`src/rtl/pipe_addsub_if.sv`:
```
// pipe_addsub_if: operand/result handshake bundle for pipe_addsub; master = producer/consumer side, slave = pipeline side
interface pipe_addsub_if #(parameter int WIDTH = 32);
  logic in_valid, in_ready, cin, sub, out_valid, out_ready, cout, ovf, zero, busy;
  logic [WIDTH-1:0] a, b, sum;
  modport master(output in_valid, a, b, cin, sub, out_ready, input in_ready, out_valid, sum, cout, ovf, zero, busy);
  modport slave(input in_valid, a, b, cin, sub, out_ready, output in_ready, out_valid, sum, cout, ovf, zero, busy);
endinterface

```
`src/rtl/pipe_addsub.sv`:
```
// pipe_addsub: STAGES-deep chunked add/sub pipeline; ports clk, rst_n (sync active-low), bus slave (in: in_valid a b cin sub out_ready; out: in_ready out_valid sum cout ovf zero busy); define PIPE_ADDSUB_SAT_EN for signed saturation
module pipe_addsub #(
  parameter int WIDTH = 32,
  parameter int STAGES = 4
) (
  input logic clk,
  input logic rst_n,
  pipe_addsub_if.slave bus
);
  localparam int CW = WIDTH / STAGES;
  localparam int MSB = WIDTH - 1;
  logic [STAGES-1:0] v, iv, c_r, xc, nc;
  logic [WIDTH-1:0] a_r[STAGES], b_r[STAGES], s_r[STAGES];
  logic [WIDTH-1:0] xa[STAGES], xb[STAGES], xs[STAGES], ns[STAGES];
  logic [CW:0] t[STAGES];
  logic [WIDTH-1:0] res;
  logic stall, ovf_n, ovf_r, zero_r;
  always_comb begin
    xa[0] = bus.a;
    xb[0] = bus.b ^ {WIDTH{bus.sub}};
    xs[0] = '0;
    xc[0] = bus.cin ^ bus.sub;
    iv[0] = bus.in_valid;
    for (int k = 1; k < STAGES; k++) begin
      xa[k] = a_r[k-1];
      xb[k] = b_r[k-1];
      xs[k] = s_r[k-1];
      xc[k] = c_r[k-1];
      iv[k] = v[k-1];
    end
    for (int k = 0; k < STAGES; k++) begin
      t[k] = {1'b0, xa[k][k*CW +: CW]} + {1'b0, xb[k][k*CW +: CW]} + (CW+1)'(xc[k]);
      ns[k] = xs[k];
      ns[k][k*CW +: CW] = t[k][CW-1:0];
      nc[k] = t[k][CW];
    end
  end
  assign ovf_n = (xa[STAGES-1][MSB] == xb[STAGES-1][MSB]) && (ns[STAGES-1][MSB] != xa[STAGES-1][MSB]);
`ifdef PIPE_ADDSUB_SAT_EN
  assign res = ovf_n ? {xa[STAGES-1][MSB], {MSB{~xa[STAGES-1][MSB]}}} : ns[STAGES-1];
`else
  assign res = ns[STAGES-1];
`endif
  assign stall = v[STAGES-1] && !bus.out_ready;
  assign bus.in_ready = !stall;
  assign bus.out_valid = v[STAGES-1];
  assign bus.busy = |v;
  assign bus.sum = s_r[STAGES-1];
  assign bus.cout = c_r[STAGES-1];
  assign bus.ovf = ovf_r;
  assign bus.zero = zero_r;
  always_ff @(posedge clk) begin
    if (!rst_n) begin
      v <= '0;
      c_r <= '0;
      ovf_r <= 1'b0;
      zero_r <= 1'b0;
      for (int k = 0; k < STAGES; k++) begin
        a_r[k] <= '0;
        b_r[k] <= '0;
        s_r[k] <= '0;
      end
    end else if (!stall) begin
      v <= iv;
      c_r <= nc;
      ovf_r <= ovf_n;
      zero_r <= res == '0;
      for (int k = 0; k < STAGES; k++) begin
        a_r[k] <= xa[k];
        b_r[k] <= xb[k];
        s_r[k] <= k == STAGES - 1 ? res : ns[k];
      end
    end
  end
endmodule

```
`src/flat_wrapper.sv`:
```
// flat-port wrapper written by rule: the top's interface ports become plain ports
module pipe_addsub_flat 
#(
  parameter int WIDTH = 32,
  parameter int STAGES = 4
)
  (clk, rst_n, bus_in_valid, bus_a, bus_b, bus_cin, bus_sub, bus_out_ready, bus_in_ready, bus_out_valid, bus_sum, bus_cout, bus_ovf, bus_zero, bus_busy);
  pipe_addsub_if #(.WIDTH(WIDTH)) bus_i ();
  input logic clk;
  input logic rst_n;
  input wire logic [$bits(bus_i.in_valid)-1:0] bus_in_valid;
  input wire logic [$bits(bus_i.a)-1:0] bus_a;
  input wire logic [$bits(bus_i.b)-1:0] bus_b;
  input wire logic [$bits(bus_i.cin)-1:0] bus_cin;
  input wire logic [$bits(bus_i.sub)-1:0] bus_sub;
  input wire logic [$bits(bus_i.out_ready)-1:0] bus_out_ready;
  output wire logic [$bits(bus_i.in_ready)-1:0] bus_in_ready;
  output wire logic [$bits(bus_i.out_valid)-1:0] bus_out_valid;
  output wire logic [$bits(bus_i.sum)-1:0] bus_sum;
  output wire logic [$bits(bus_i.cout)-1:0] bus_cout;
  output wire logic [$bits(bus_i.ovf)-1:0] bus_ovf;
  output wire logic [$bits(bus_i.zero)-1:0] bus_zero;
  output wire logic [$bits(bus_i.busy)-1:0] bus_busy;
  assign bus_i.in_valid = bus_in_valid;
  assign bus_i.a = bus_a;
  assign bus_i.b = bus_b;
  assign bus_i.cin = bus_cin;
  assign bus_i.sub = bus_sub;
  assign bus_i.out_ready = bus_out_ready;
  assign bus_in_ready = bus_i.in_ready;
  assign bus_out_valid = bus_i.out_valid;
  assign bus_sum = bus_i.sum;
  assign bus_cout = bus_i.cout;
  assign bus_ovf = bus_i.ovf;
  assign bus_zero = bus_i.zero;
  assign bus_busy = bus_i.busy;
  pipe_addsub #(.WIDTH(WIDTH), .STAGES(STAGES)) u_core (.clk(clk), .rst_n(rst_n), .bus(bus_i));
endmodule
```
`config.mk`:
```
export PLATFORM = sky130hd
export DESIGN_NAME = pipe_addsub_flat
export DESIGN_NICKNAME = d
export VERILOG_FILES = /design/src/rtl/pipe_addsub_if.sv /design/src/rtl/pipe_addsub.sv /design/src/flat_wrapper.sv
export SDC_FILE = /design/constraint.sdc
export NUM_CORES = 1
export LEC_CHECK = 0
export CORE_ASPECT_RATIO = 1.2
export CORE_MARGIN = 3
export CORE_UTILIZATION = 32
export CTS_CLUSTER_DIAMETER = 150
export DETAILED_ROUTE_END_ITERATION = 10
export PLACE_DENSITY = 0.49
export SETUP_SLACK_MARGIN = 0.5
export SLEW_MARGIN = 20
export SYNTH_ARGS = -nofsm -noshare
export SYNTH_HDL_FRONTEND = slang
export SYNTH_SLANG_ARGS = --single-unit
```
`constraint.sdc`:
```
create_clock -name clk -period 14.8 [get_ports clk]
set_input_delay 2.22 -clock clk [delete_from_list [all_inputs] [get_ports clk]]
set_output_delay 2.22 -clock clk [all_outputs]
set_load 0.05 [all_outputs]
```
==> results of run 1 <==
==> layout make-up <==
cell class / instances / share of cell area (%)
clock inverters: 13 / 1.84
flip-flops and latches: 186 / 53.0
clock buffers: 18 / 4.15
multi-input cells: 381 / 25.7
inverters: 17 / 0.665
repair buffers: 112 / 10.6
well taps: 330 / 3.99
==> critical path, cell delays in order <==
cell and delay (ns):
clkdlybuf4s50_1 0.51, nor2b_4 0.07, inv_2 0.35, clkdlybuf4s50_1 0.90
==> flip-flops by register name (all words and copies together) (netlist names) <==
signal           count
u_core.s_r          80
u_core.a_r          48
u_core.b_r          48
u_core.c_r           4
u_core.v             4
u_core.bus.ovf       1
u_core.bus.zero      1
==> synthesized netlist by cell type, types with 4 or more instances <==
| cell | count | area [sq um] |
|---|---|---|
| a21o_1 | 8 | 60.1 |
| a21oi_1 | 9 | 45.0 |
| and2_1 | 6 | 37.5 |
| and3_1 | 125 | 782 |
| clkbuf_1 | 33 | 124 |
| dfxtp_1 | 10 | 200 |
| edfxtp_1 | 176 | 5290 |
| fa_1 | 8 | 160 |
| ha_1 | 28 | 350 |
| inv_1 | 16 | 60.1 |
| nand2_1 | 19 | 71.3 |
| nor2_1 | 57 | 214 |
| nor3_1 | 8 | 40.0 |
| nor4_1 | 4 | 25.0 |
| o21a_1 | 7 | 52.6 |
| o21ai_0 | 9 | 45.0 |
| o31a_1 | 4 | 35.0 |
| xnor2_1 | 32 | 280 |
| xor2_1 | 17 | 149 |
==> power by group through the flow <==
stage	registers (mW)	clock network [mW]	logic (mW)
2_1_floorplan	0.653	0	0.0746
3_3_place_gp	0.639	0	0.139
3_5_place_dp	0.640	0	0.141
4_1_cts	0.628	0.491	0.142
5_1_grt	0.631	0.512	0.154
6_report	0.628	0.479	0.139
==> layer usage <==
metal	vias to the layer above	wire, microns	GRT usage (%)
met2	103	7800	18.9
met4	0	327	4.56
li1	2475	-	-
met1	2345	7380	14.8
met5	-	0	0
met3	26	513	2.48
==> cell families after synthesis <==
logic type / synth area share (%)
DFF: 65.5
AOI/OAI and AO/OA: 4.90
xor gates and xnor gates: 5.13
buffers and inverters: 2.65
muxes: 0.239
adders and majority gates: 6.10
and+or+nand+nor: 15.4
==> metrics by stage <==
stage	hold slack, ns	setup slack (ns)
2_1_floorplan	0.449	8.31
3_3_place_gp	0.444	8.52
3_5_place_dp	0.450	8.49
4_1_cts	0.458	8.49
5_1_grt	0.498	8.44
6_report	0.457	8.52
==> final timing paths <==
kind	start	endpoint
max	bus_out_ready	bus_in_ready
min	u_core.c_r[3]	u_core.c_r[3]
max reg2reg	u_core.v[3]	u_core.bus.zero
min reg2reg	u_core.c_r[3]	u_core.c_r[3]
==> summary.md, run 1 <==
| Metric | Value |
|---|---|
| Status | `completed` |
| Die area | `28100 sq um` |
| Gpl congestion | `0.805` |
| Ys async rst share | `0%` |
| Dpl hpwl | `10600 microns` |
| WL per Instance | `15.2 microns` |
| CP Data Arrival Time | `4.06 ns` |
| Crit path launch type | `primary input` |
| Clock Latency Late Sink | `0.43 ns` |
| CTS-repair resized insts | `0` |
| Setup tns final | `0 ns` |
| DR DRC count | `0` |
| FF+latch count, synth | `186` |
| Net count, final | `821` |
| Number of vias per cell | `4.68` |
| RSZ-0062 raised after global routing | `no` |
| Layout cells sized above 1 | `6.05%` |
| Global route overflow | `0` |
| Cell-internal power | `965 uW` |
| Register area share after synthesis | `65.5%` |
| Worst-case clock skew | `0.00814 ns` |
| Fin area | `10300 sq um` |
| Net Count, Synth | `729` |
| Crit Path Max Fanout | `27` |
| Overall Global Routing Usage | `11.5%` |
| Number of antenna-violating nets in the routed design | `0` |
| Multi-input gate area | `2670 sq um` |
| Max-Cap Viols | `0` |
| Syn Inst Count | `623` |
| Initial antenna violation count | `0` |
| Final non-filler cell total | `1057` |
| Largest net degree at the start of global routing | `106` |
| Post-synthesis cell type count | `48` |
| EDFF count, synth | `176` |
| Register-to-Register Path Depth | `8` |
| NetSw | `281 uW` |
| Num CTS Buffers | `17` |
| Part of the power in registers | `50.4%` |
| PwrDens | `120 nW/um^2` |
| Max clock buf depth | `2` |
| Vias | `4949` |
| Setup Crit Path Kind | `primary input to output port` |
| Maximum vdd drop | `0.0689 mV` |
| CTS H-tree lvls | `4` |
| Mapped cell area | `8370 sq um` |
| I/O Buffers | `107` |
| Yosys Warn Count | `0` |
| Final setup fails | `0` |
| First-pass GRT wire length | `26000 microns` |
| Logic pwr share | `11.2%` |
| Post-CTS setup repair buffer count | `0` |
| Dominant synthesized flop cell | `edfxtp_1` |
| Fin util | `40.4%` |
| DR iter-0 viols | `220` |
| Mean area per synthesized cell | `13.4 sq um` |
| Storage element area | `5490 sq um` |
| Leading cell type in the layout, fill and taps excluded | `edfxtp_1` |
| Cts hold-fix bufs | `0` |
| Rel. slew slack | `29.3%` |
| Clock share of power | `38.5%` |
| Required time worst endpoint | `12.58 ns` |
| Worst-margin pin slew | `1.06 ns` |
| Initial Utilization | `32.7%` |
| Type of the tightest min-delay check | `flip-flop to flip-flop` |
| Clk root buf | `clkbuf_16` |
| Final wirelength | `16000 microns` |
| Pleak | `4.49 nW` |
| Die width | `154 microns` |
| Clock-pin slew on the worst setup and hold paths | `0.06 ns` |
| Fmax | `0.159 GHz` |
| Most frequent cells in the layout | `edfxtp_1 (176), and3_1 (125), clkdlybuf4s50_1 (105), nor2_1 (57), xnor2_1 (32)` |
| CTS tree | `done` |
| # diodes | `0` |
| Final worst-path cycle share | `42.4%` |
| Critical Path End Type | `output port` |
| Slew Viols, Final | `0` |
| Setup slack, reg-to-reg | `11.96 ns` |
| Post-placement cell area | `9730 sq um` |
| Die Y | `183 microns` |
| Hold depth | `2` |
| Filler Cells Inserted | `2395` |
| Area grow syn2layout | `23.7%` |
| Sw frac | `22.6%` |
| Detailed Routing Iterations Pass 1 | `6` |
| Final min period | `6.28 ns` |
| CTS sink count | `186` |
| Final hold vios | `0` |
| Core area | `25600 sq um` |
| Post-Place Cells | `1026` |
| Power Total | `1.25 mW` |
| Rows | `64` |
| Vias in the first global route | `5105` |
| IO Pins | `108` |
Power figures use the tool's default switching activity.
==> run 2: changes to the inputs <==
--- a/config.mk
+++ b/config.mk
@@ -10,7 +10,7 @@
 export CORE_UTILIZATION = 32
 export CTS_CLUSTER_DIAMETER = 150
 export DETAILED_ROUTE_END_ITERATION = 10
-export PLACE_DENSITY = 0.49
+export PLACE_DENSITY = 0.51
 export SETUP_SLACK_MARGIN = 0.5
 export SLEW_MARGIN = 20
 export SYNTH_ARGS = -nofsm -noshare
==> constraint.sdc (replaced) <==
create_clock -name clk -period 5.2 [get_ports clk]
set_input_delay 0.78 -clock clk [delete_from_list [all_inputs] [get_ports clk]]
set_output_delay 0.78 -clock clk [all_outputs]
set_load 0.05 [all_outputs]
==> run 2 against run 1 <==
Against the previous run: final cell count grew 0.19%; via count down 1.1%; clock skew rose by 0.0026 ns; cell area is 0.53% lower; critical path depth stayed put; register-to-register slack got worse by 9.2 ns; setup slack got worse by 6.5 ns; first-iteration DRC count increased by 30%; highest routed layer unchanged; combinational power rose to 2.8 times the previous value; global-route usage barely moved; critical endpoint unchanged; sequential power rose to 2.9 times the previous value.
==> summary.md, run 2 (synthesized netlist as in run 1, its figures left out) <==
| Metric | Value |
|---|---|
| Setup tns final | `0 ns (unchanged)` |
| Worst-case clock skew | `0.0107 ns (+0.00261 ns)` |
| IO Pins | `108 (unchanged)` |
| First-pass GRT wire length | `26000 microns (about the same)` |
| Max reg flops | `80 (unchanged)` |
| RSZ-0062 raised after global routing | `no` |
| Rows | `64 (unchanged)` |
| Part of the power in registers | `52.7% (+2.3 points)` |
| WL per Instance | `14.8 microns (-2.6%)` |
| CP Data Arrival Time | `2.45 ns (-1.61 ns)` |
| Crit Path Max Fanout | `18 (-33%)` |
| Critical Path End Type | `output port` |
| Global route overflow | `0 (unchanged)` |
| Clock share of power | `35.6% (-2.9 points)` |
| Met3 GRT Util | `2.71% (+0.24 points)` |
| Initial antenna violation count | `0 (unchanged)` |
| Final wirelength | `15600 microns (-2.4%)` |
| NetSw | `788 uW (+180%)` |
| CTS tree | `done` |
| Max clock buf depth | `2 (unchanged)` |
| Worst-margin pin slew | `1.02 ns (-0.0373 ns)` |
| Required time worst endpoint | `4.42 ns (-8.16 ns)` |
| Core area | `25600 sq um (unchanged)` |
| Fin util | `40.2% (-0.21 points)` |
| Fin area | `10300 sq um (-0.53%)` |
| Leading cell type in the layout, fill and taps excluded | `edfxtp_1` |
| Vias in the first global route | `5039 (-1.3%)` |
| CTS H-tree lvls | `4 (unchanged)` |
| Number of vias per cell | `4.62 (-1.3%)` |
| Number of antenna-violating nets in the routed design | `0 (unchanged)` |
| Reg with most FFs | `u_core.s_r` |
| Clk root buf | `clkbuf_16` |
| Num CTS Buffers | `17 (unchanged)` |
| # diodes | `0 (unchanged)` |
| Gpl congestion | `0.754 (-6.3%)` |
| Storage element area | `5490 sq um (unchanged)` |
| Final worst-path cycle share | `62.1%` |
| Dpl hpwl | `10900 microns (+2.2%)` |
| Max-Cap Viols | `0 (unchanged)` |
| Post-placement cell area | `9740 sq um (+0.14%)` |
| Top Registers | `u_core.s_r: 80 flops, u_core.a_r: 48 flops, u_core.b_r: 48 flops` |
| Clock-pin slew on the worst setup and hold paths | `0.07 ns (about the same)` |
| Status | `completed` |
| Final setup fails | `0 (unchanged)` |
| Detailed Routing Iterations Pass 1 | `4 (-2)` |
| Pleak | `4.47 nW (-0.40%)` |
| I/O Buffers | `107 (unchanged)` |
| Largest net degree at the start of global routing | `93 (-12%)` |
| Die Y | `183 microns (unchanged)` |
| DR DRC count | `0 (unchanged)` |
| Slew Viols, Final | `0 (unchanged)` |
| Logic pwr share | `11.7% (+0.5 points)` |
| GR peak layer | `met2` |
| Fmax | `0.310 GHz` |
| Final hold vios | `0 (unchanged)` |
| Die area | `28100 sq um (unchanged)` |
| Post-CTS setup repair buffer count | `0 (unchanged)` |
| Met2 usage | `18.7% (-0.18 points)` |
| Setup Crit Path Kind | `primary input to output port` |
| Overall Global Routing Usage | `11.5% (+0.046 points)` |
| Vias | `4896 (-1.1%)` |
| Sw frac | `23.3% (+0.70 points)` |
| Multi-input gate area | `2670 sq um (unchanged)` |
| Register-to-Register Path Depth | `9 (+1)` |
| Met1 GRT Util | `15.1% (+0.28 points)` |
| Initial Utilization | `32.7% (unchanged)` |
| Hold depth | `2 (unchanged)` |
| Final min period | `3.23 ns` |
| Cts hold-fix bufs | `0 (unchanged)` |
| Net count, final | `823 (+0.24%)` |
| Filler Cells Inserted | `2410 (+0.63%)` |
| Maximum vdd drop | `0.208 mV (+200%)` |
| Area grow syn2layout | `23.0%` |
| Clock Latency Late Sink | `0.43 ns (about the same)` |
| Layout cells sized above 1 | `6.45% (+0.39 points)` |
| Most frequent cells in the layout | `edfxtp_1 (176), and3_1 (125), clkdlybuf4s50_1 (105), nor2_1 (57), xnor2_1 (32)` |
| Crit path launch type | `primary input` |
| CTS sink count | `186 (unchanged)` |
| PwrDens | `329 nW/um^2 (+170%)` |
| Type of the tightest min-delay check | `flip-flop to flip-flop` |
| DR iter-0 viols | `287 (+30%)` |
| CTS-repair resized insts | `0 (unchanged)` |
| Die width | `154 microns (unchanged)` |
| Cell-internal power | `2.60 mW (+170%)` |
| Rel. slew slack | `32.0% (+2.7 points)` |
run 2: cell count changes in the layout (fill, tap and decap cells not counted):
| cell | previous run | this run |
|---|---|---|
| clkinv_4 | 0 | 2 |
| buf_4 | 5 | 6 |
| buf_6 | 0 | 1 |
| inv_6 | 5 | 3 |
| clkinv_2 | 1 | 5 |
| bufinv_16 | 4 | 1 |
| clkinv_1 | 1 | 0 |
run 2: power by group through the flow:
stage / logic, mW / clock network [mW] / registers [mW]
4_1_cts: 0.404 / 1.25 / 1.79
3_3_place_gp: 0.397 / 0 / 1.82
6_report: 0.396 / 1.21 / 1.79
5_1_grt: 0.440 / 1.31 / 1.80
3_5_place_dp: 0.403 / 0 / 1.82
2_1_floorplan: 0.212 / 0 / 1.86
run 2: stage by stage:
stage	instances	hold slack [ns]	setup slack, ns	power, mW
global route	1059	0.475	1.90	3.54
floorplan	623	0.449	0.815	2.07
detailed placement	1028	0.437	1.66	2.22
CTS	1059	0.447	1.95	3.44
global placement	1028	0.443	1.74	2.22
finish	1059	0.445	1.97	3.39
run 2: final cells by class:
| type | instances | area share (%) |
|---|---|---|
| flip-flops and latches | 186 | 53.3 |
| multi-input cells | 381 | 25.9 |
| repair buffers | 114 | 10.9 |
| clock buffers | 18 | 4.17 |
| well taps | 330 | 4.01 |
| clock inverters | 13 | 1.14 |
| inverters | 17 | 0.656 |
run 2: layer usage:
layer	vias up	wire (microns)
met5	-	0
met3	16	522
met1	2296	7220
met4	0	271
met2	105	7640
li1	2479	-
run 2: critical path, stage by stage:
cell             delay [ns]
clkdlybuf4s50_1        0.51
nor2b_4                0.07
inv_2                  0.23
clkdlybuf4s50_1        0.87
run 2: final timing paths:
check	from	to	slack (ns)
setup reg to reg	u_core.c_r[2]	u_core.bus.zero	2.72
hold reg to reg	u_core.bus.zero	u_core.bus.zero	0.44
setup / recovery	bus_out_ready	bus_in_ready	1.97
hold / removal	u_core.bus.zero	u_core.bus.zero	0.44
==> edit 1: new RTL, config.mk and constraints of run 2 <==
`WIDTH` is set to 32 in 3 places; all go to 48.
--- a/src/rtl/pipe_addsub_if.sv
+++ b/src/rtl/pipe_addsub_if.sv
@@ -1,5 +1,5 @@
 // pipe_addsub_if: operand/result handshake bundle for pipe_addsub; master = producer/consumer side, slave = pipeline side
-interface pipe_addsub_if #(parameter int WIDTH = 32);
+interface pipe_addsub_if #(parameter int WIDTH = 48);
   logic in_valid, in_ready, cin, sub, out_valid, out_ready, cout, ovf, zero, busy;
   logic [WIDTH-1:0] a, b, sum;
   modport master(output in_valid, a, b, cin, sub, out_ready, input in_ready, out_valid, sum, cout, ovf, zero, busy);
--- a/src/rtl/pipe_addsub.sv
+++ b/src/rtl/pipe_addsub.sv
@@ -1,6 +1,6 @@
 // pipe_addsub: STAGES-deep chunked add/sub pipeline; ports clk, rst_n (sync active-low), bus slave (in: in_valid a b cin sub out_ready; out: in_ready out_valid sum cout ovf zero busy); define PIPE_ADDSUB_SAT_EN for signed saturation
 module pipe_addsub #(
-  parameter int WIDTH = 32,
+  parameter int WIDTH = 48,
   parameter int STAGES = 4
 ) (
   input logic clk,
--- a/src/flat_wrapper.sv
+++ b/src/flat_wrapper.sv
@@ -1,7 +1,7 @@
 // flat-port wrapper written by rule: the top's interface ports become plain ports
 module pipe_addsub_flat 
 #(
-  parameter int WIDTH = 32,
+  parameter int WIDTH = 48,
   parameter int STAGES = 4
 )
   (clk, rst_n, bus_in_valid, bus_a, bus_b, bus_cin, bus_sub, bus_out_ready, bus_in_ready, bus_out_valid, bus_sum, bus_cout, bus_ovf, bus_zero, bus_busy);
Ports: changed (resized bus_a, bus_b and bus_sum); port bits go from 108 to 156. The function was not compared with the original's and may differ.
==> edit 1 against run 2 <==
- routed wire length grew 73%
- utilization about the same
- critical endpoint unchanged
- worst setup slack lost 0.39 ns
- final cell count rose by 54%
- sequential cell count increased by 88
- power grew 54%
- synthesized area grew 51%
- global-route usage grew 1.1 points
- sequential power up 47%
- critical path depth up 1
- cell area rose by 52%
- register-to-register slack worse by 0.32 ns
- fmax decreased by 11%
- via count rose by 56%
==> edit 1: results (changes against run 2) <==
The worst-case clock skew was 0.0246 ns (was 0.0107 ns); the highest cell delay on the worst timing path was 0.91 ns (was 0.87 ns). Total routing resource utilization after global routing: 12.6% (was 11.5%). Detailed-routed wire length on met3: 1140 microns (was 522 microns). The global routing usage on met3 was 2.11% (was 2.71%). The setup slack of the most critical reg-to-reg path was 2.40 ns (was 2.72 ns); the distinct cell type count of the synthesized netlist was 52 (was 48). The net count reported at finish is 1240 (was 823), and the peak clock frequency supported by timing is 0.276 GHz (was 0.310 GHz). For the wire length of the first global-routing pass, the log shows 42500 microns (was 26000 microns). Final-layout worst hold slack: 0.463 ns (was 0.445 ns). The flow ran to the end, and the final reports show no timing, DRC or antenna violations. The met2 routing resource usage after global routing is 21.4% (was 18.7%).

The share of the yosys chip area belonging to registers is 64.4% (was 65.5%). The run gives 569 (was 287) as the count of routing violations after the opening detailed-route iteration. The startpoint of the most critical hold path was u_core.v[1] (was u_core.bus.zero). Registers with the most flip-flops: u_core.s_r (120), u_core.a_r (72), u_core.b_r (72) (was u_core.s_r (80), u_core.a_r (48), u_core.b_r (48)).

The weighted congestion reported at the end of routability-driven placement is 0.789 (was 0.754), and the detailed placement HPWL is 17900 microns (was 10900 microns). For the clock insertion delay at the later pin of the skew report, the log shows 0.56 ns (was 0.43 ns). The run gives 0.242 mV (was 0.208 mV) as the maximum vdd ir drop. The largest driver fanout on the critical path is 56 (was 18). The run gives 3 (was 2) as the maximum buffer depth of the clock tree. Via count of the first global-routing pass: 7703 (was 5039).

The net count of the mapped netlist was 1102 (was 729). Main area contributors after synthesis: sky130_fd_sc_hd__edfxtp_1 (63%), sky130_fd_sc_hd__and3_1 (9.3%), sky130_fd_sc_hd__ha_1 (4.4%) (was sky130_fd_sc_hd__edfxtp_1 (63%), sky130_fd_sc_hd__and3_1 (9.3%), sky130_fd_sc_hd__ha_1 (4.2%)).
edit 1: changes by cell type in the layout (fill, tap and decap cells not counted), sizes merged, moves of 19 or more:
cell and change:
xnor2 +22, nor2 +33, clkbuf +19, edfxtp +88
and3 +62, clkdlybuf4s50 +48
edit 1: per-stage QoR:
stage | total power [mW] | area, sq um | worst slack [ns] | utilization (%) | instances
final | 5.21 | 15600 | 1.58 | 40.2 | 1635
after global routing | 5.44 | 15600 | 1.50 | 40.2 | 1635
after CTS | 5.29 | 15600 | 1.55 | 40.2 | 1635
after detailed placement | 3.33 | 14700 | 1.45 | 37.9 | 1581
after global placement | 3.32 | 14700 | 1.51 | 37.9 | 1581
after floorplan | 3.09 | 12600 | 1.68 | - | 948
edit 1: area by class of cell:
cell class	count	area, sq um
clock buffer	37	756
clock inverter	17	130
fill	3660	23200
inverter	20	77.6
multi-input combinational	596	4220
sequential	274	8130
tap	526	658
timing repair buffer	165	1630
edit 1: tightest hold or removal path: stages, from the launching register on:
cell                       delay (ns)
sky130_fd_sc_hd__dfxtp_1         0.31
sky130_fd_sc_hd__nand2_1         0.05
sky130_fd_sc_hd__a21boi_1        0.05
edit 1: report_power, final:
| part | leakage, nW | switching (mW) | internal (mW) |
|---|---|---|---|
| clock | 0.432 | 0.815 | 1.12 |
| combinational | 3.04 | 0.342 | 0.289 |
| sequential | 3.22 | 0.0532 | 2.59 |
| total | 6.69 | 1.21 | 4.00 |
edit 1: cells by family after synthesis:
logic type,count (synthesis),synth area share [%]
AOI/OAI and AO/OA,100,6.28
xor gates and xnor gates,78,5.41
adders and majority gates,52,5.63
buffers and inverters,78,2.34
DFF,274,64.4
muxes,4,0.317
and+or+nand+nor,362,15.6
==> edit 2: new RTL, config.mk and constraints of run 2 <==
Without the edit above. Build with the macro `PIPE_ADDSUB_SAT_EN` defined.
--- a/src/rtl/pipe_addsub.sv
+++ b/src/rtl/pipe_addsub.sv
@@ -1,4 +1,6 @@
 // pipe_addsub: STAGES-deep chunked add/sub pipeline; ports clk, rst_n (sync active-low), bus slave (in: in_valid a b cin sub out_ready; out: in_ready out_valid sum cout ovf zero busy); define PIPE_ADDSUB_SAT_EN for signed saturation
+`define PIPE_ADDSUB_SAT_EN
+
 module pipe_addsub #(
   parameter int WIDTH = 32,
   parameter int STAGES = 4
Behaviour: not the same (a bounded check fails within 10 cycles, from zero or initial values and one cycle with rst_n low).
==> edit 2 against run 2 <==
- cell area increased by 2.5%
- worst setup slack improved by 0.11 ns
- register-to-register slack got worse by 0.11 ns
- clock power increased by 6%
- power increased by 2.8%
- routed wire length increased by 1.8%
- sequential cell count unchanged
- synthesized area increased by 2.4%
- via count increased by 4.7%
- highest routed layer unchanged
==> edit 2: results (changes against run 2) <==
The met2 wire length is 7240 microns (was 7640 microns). Startpoint of the most critical hold path: u_core.v[1] (was u_core.bus.zero). For the detailed placement HPWL, the log shows 11100 microns (was 10900 microns). The total iterations of the first detailed-routing run is 4 (unchanged). Capture endpoint of the worst hold path: u_core.v[1] (was u_core.bus.zero). Ranking of synthesized cells by instance count: sky130_fd_sc_hd__edfxtp_1 (176), sky130_fd_sc_hd__and3_1 (99), sky130_fd_sc_hd__nor2_1 (80) (was sky130_fd_sc_hd__edfxtp_1 (176), sky130_fd_sc_hd__and3_1 (125), sky130_fd_sc_hd__nor2_1 (57)). Net count reported at finish: 868 (was 823). Via count of the first global-routing pass: 5191 (was 5039).

The run finished with clean final reports. The run gives 0.196 mV (was 0.208 mV) as the maximum vdd ir drop. The run gives 9940 sq um (was 9740 sq um) as the instance area at placement. Main area contributors after synthesis: sky130_fd_sc_hd__edfxtp_1 (62%), sky130_fd_sc_hd__and3_1 (7.2%), sky130_fd_sc_hd__ha_1 (4.1%) (was sky130_fd_sc_hd__edfxtp_1 (63%), sky130_fd_sc_hd__and3_1 (9.3%), sky130_fd_sc_hd__ha_1 (4.2%)).

The least setup slack across all paths after layout was 2.08 ns (was 1.97 ns); the clock input transition at the sequential cells of the worst setup and hold paths was 0.08 ns. The worst min-delay path class was reg -> reg (unchanged). The overall routed net length was 15900 microns (was 15600 microns); the detailed-routed wire length on met3 was 577 microns (was 522 microns). The reported leakage power is 4.47 nW (about the same), and the worst reg2reg path depth is 4 (was 9).

Largest net degree at the start of global routing: 107 (was 93). Highest cell delay on the worst timing path: 0.92 ns (was 0.87 ns). The reg-to-reg critical path endpoint was u_core.s_r[0][75] (was u_core.bus.zero). The number of levels in the clock H-tree came out at 4 (unchanged). The post-place setup slack is 1.68 ns (was 1.66 ns), and the fraction of final layout cells sized beyond drive strength 1 is 6.97% (was 6.45%). The largest driver fanout on the critical path came out at 8 (was 18). The run gives 2.34 ns (was 2.45 ns) as the worst endpoint data arrival time. Wire length on met1: 7770 microns (was 7220 microns). The top metal layer carrying routed signals was met4 (unchanged). For the share of the yosys chip area belonging to registers, the log shows 64.0% (was 65.5%). Registers with the most flip-flops: u_core.s_r (80), u_core.a_r (48), u_core.b_r (48) (unchanged).

The distinct cell type count of the synthesized netlist came out at 49 (was 48). The final-layout worst hold slack was 0.494 ns (was 0.445 ns); the wire length of the first global-routing pass was 26700 microns (was 26000 microns). The slew of the pin with the lowest slew margin works out to 0.889 ns (was 1.02 ns). The setup slack of the most critical reg-to-reg path was 2.61 ns (was 2.72 ns); the count of routing violations after the opening detailed-route iteration was 347 (was 287). The run gives 5124 (was 4896) as the overall via count from detail_route. For the worst-case clock skew, the log shows 0.0163 ns (was 0.0107 ns). The total routing resource utilization after global routing was 11.6% (was 11.5%).

The tools report the critical register-to-register path startpoint as u_core.v[3] (was u_core.c_r[2]). The weighted congestion reported at the end of routability-driven placement is 0.716 (was 0.754).
## edit 2: cell types whose count changed in the layout (fill, tap and decap cells not counted), sizes merged, moves of 4 or more
cell | run 2 | this run
nor2 | 57 | 82
o21ai | 10 | 15
and2 | 6 | 10
nand2b | 3 | 7
nor2b | 1 | 5
and3 | 126 | 99
inv | 20 | 27
xor2 | 17 | 11
nand2 | 19 | 15
a21oi | 9 | 44
## edit 2: how the worst max path moves through the flow
stage,startpoint,endpoint,cells past startpoint
after floorplan,bus_out_ready,u_core.a_r[0][10],4
after global placement,bus_out_ready,u_core.s_r[0][102],5
after detailed placement,bus_out_ready,u_core.s_r[0][96],5
after CTS,bus_out_ready,bus_in_ready,4
after global routing,bus_out_ready,bus_in_ready,4
final,bus_out_ready,bus_in_ready,4
## edit 2: worst max-delay path, delay by kind of cell
kind | cells | cell delay, ns
buffers and inverters | 3 | 1.48
and+or+nand+nor | 1 | 0.07
## edit 2: logic make-up after synthesis
| group | count (synthesis) | share of synthesized area, % |
|---|---|---|
| DFF | 186 | 64.0 |
| AOI/OAI and AO/OA | 96 | 7.05 |
| and+or+nand+nor | 242 | 15.0 |
| muxes | 4 | 0.467 |
| xor gates and xnor gates | 44 | 4.50 |
| adders and majority gates | 36 | 5.96 |
| buffers and inverters | 62 | 3.05 |
## edit 2: metal layers
| layer | GRT usage [%] | vias up |
|---|---|---|
| li1 | - | 2618 |
| met1 | 16.2 | 2375 |
| met2 | 17.7 | 110 |
| met3 | 2.27 | 21 |
| met4 | 4.76 | 0 |
| met5 | 0 | - |
## edit 2: power by group
part	switching, mW	total, mW	internal (mW)	leakage [nW]
logic	0.224	0.414	0.190	2.00
clock network	0.628	1.28	0.656	0.298
registers	0.0357	1.79	1.75	2.17
total	0.888	3.48	2.60	4.47
## edit 2: final cells by class
type | instances | area (sq um)
clock buffers | 17 | 425
clock inverters | 15 | 186
fillers | 2518 | 15800
inverters | 20 | 80.1
multi-input cells | 422 | 2820
flip-flops and latches | 186 | 5490
well taps | 335 | 419
repair buffers | 115 | 1130
## edit 2: stage by stage
stage | std cells | utilization [%]
6_report | 1110 | 40.1
5_1_grt | 1110 | 40.1
4_1_cts | 1110 | 40.1
3_5_place_dp | 1078 | 37.7
3_3_place_gp | 1078 | 37.7
2_1_floorplan | 670 | -
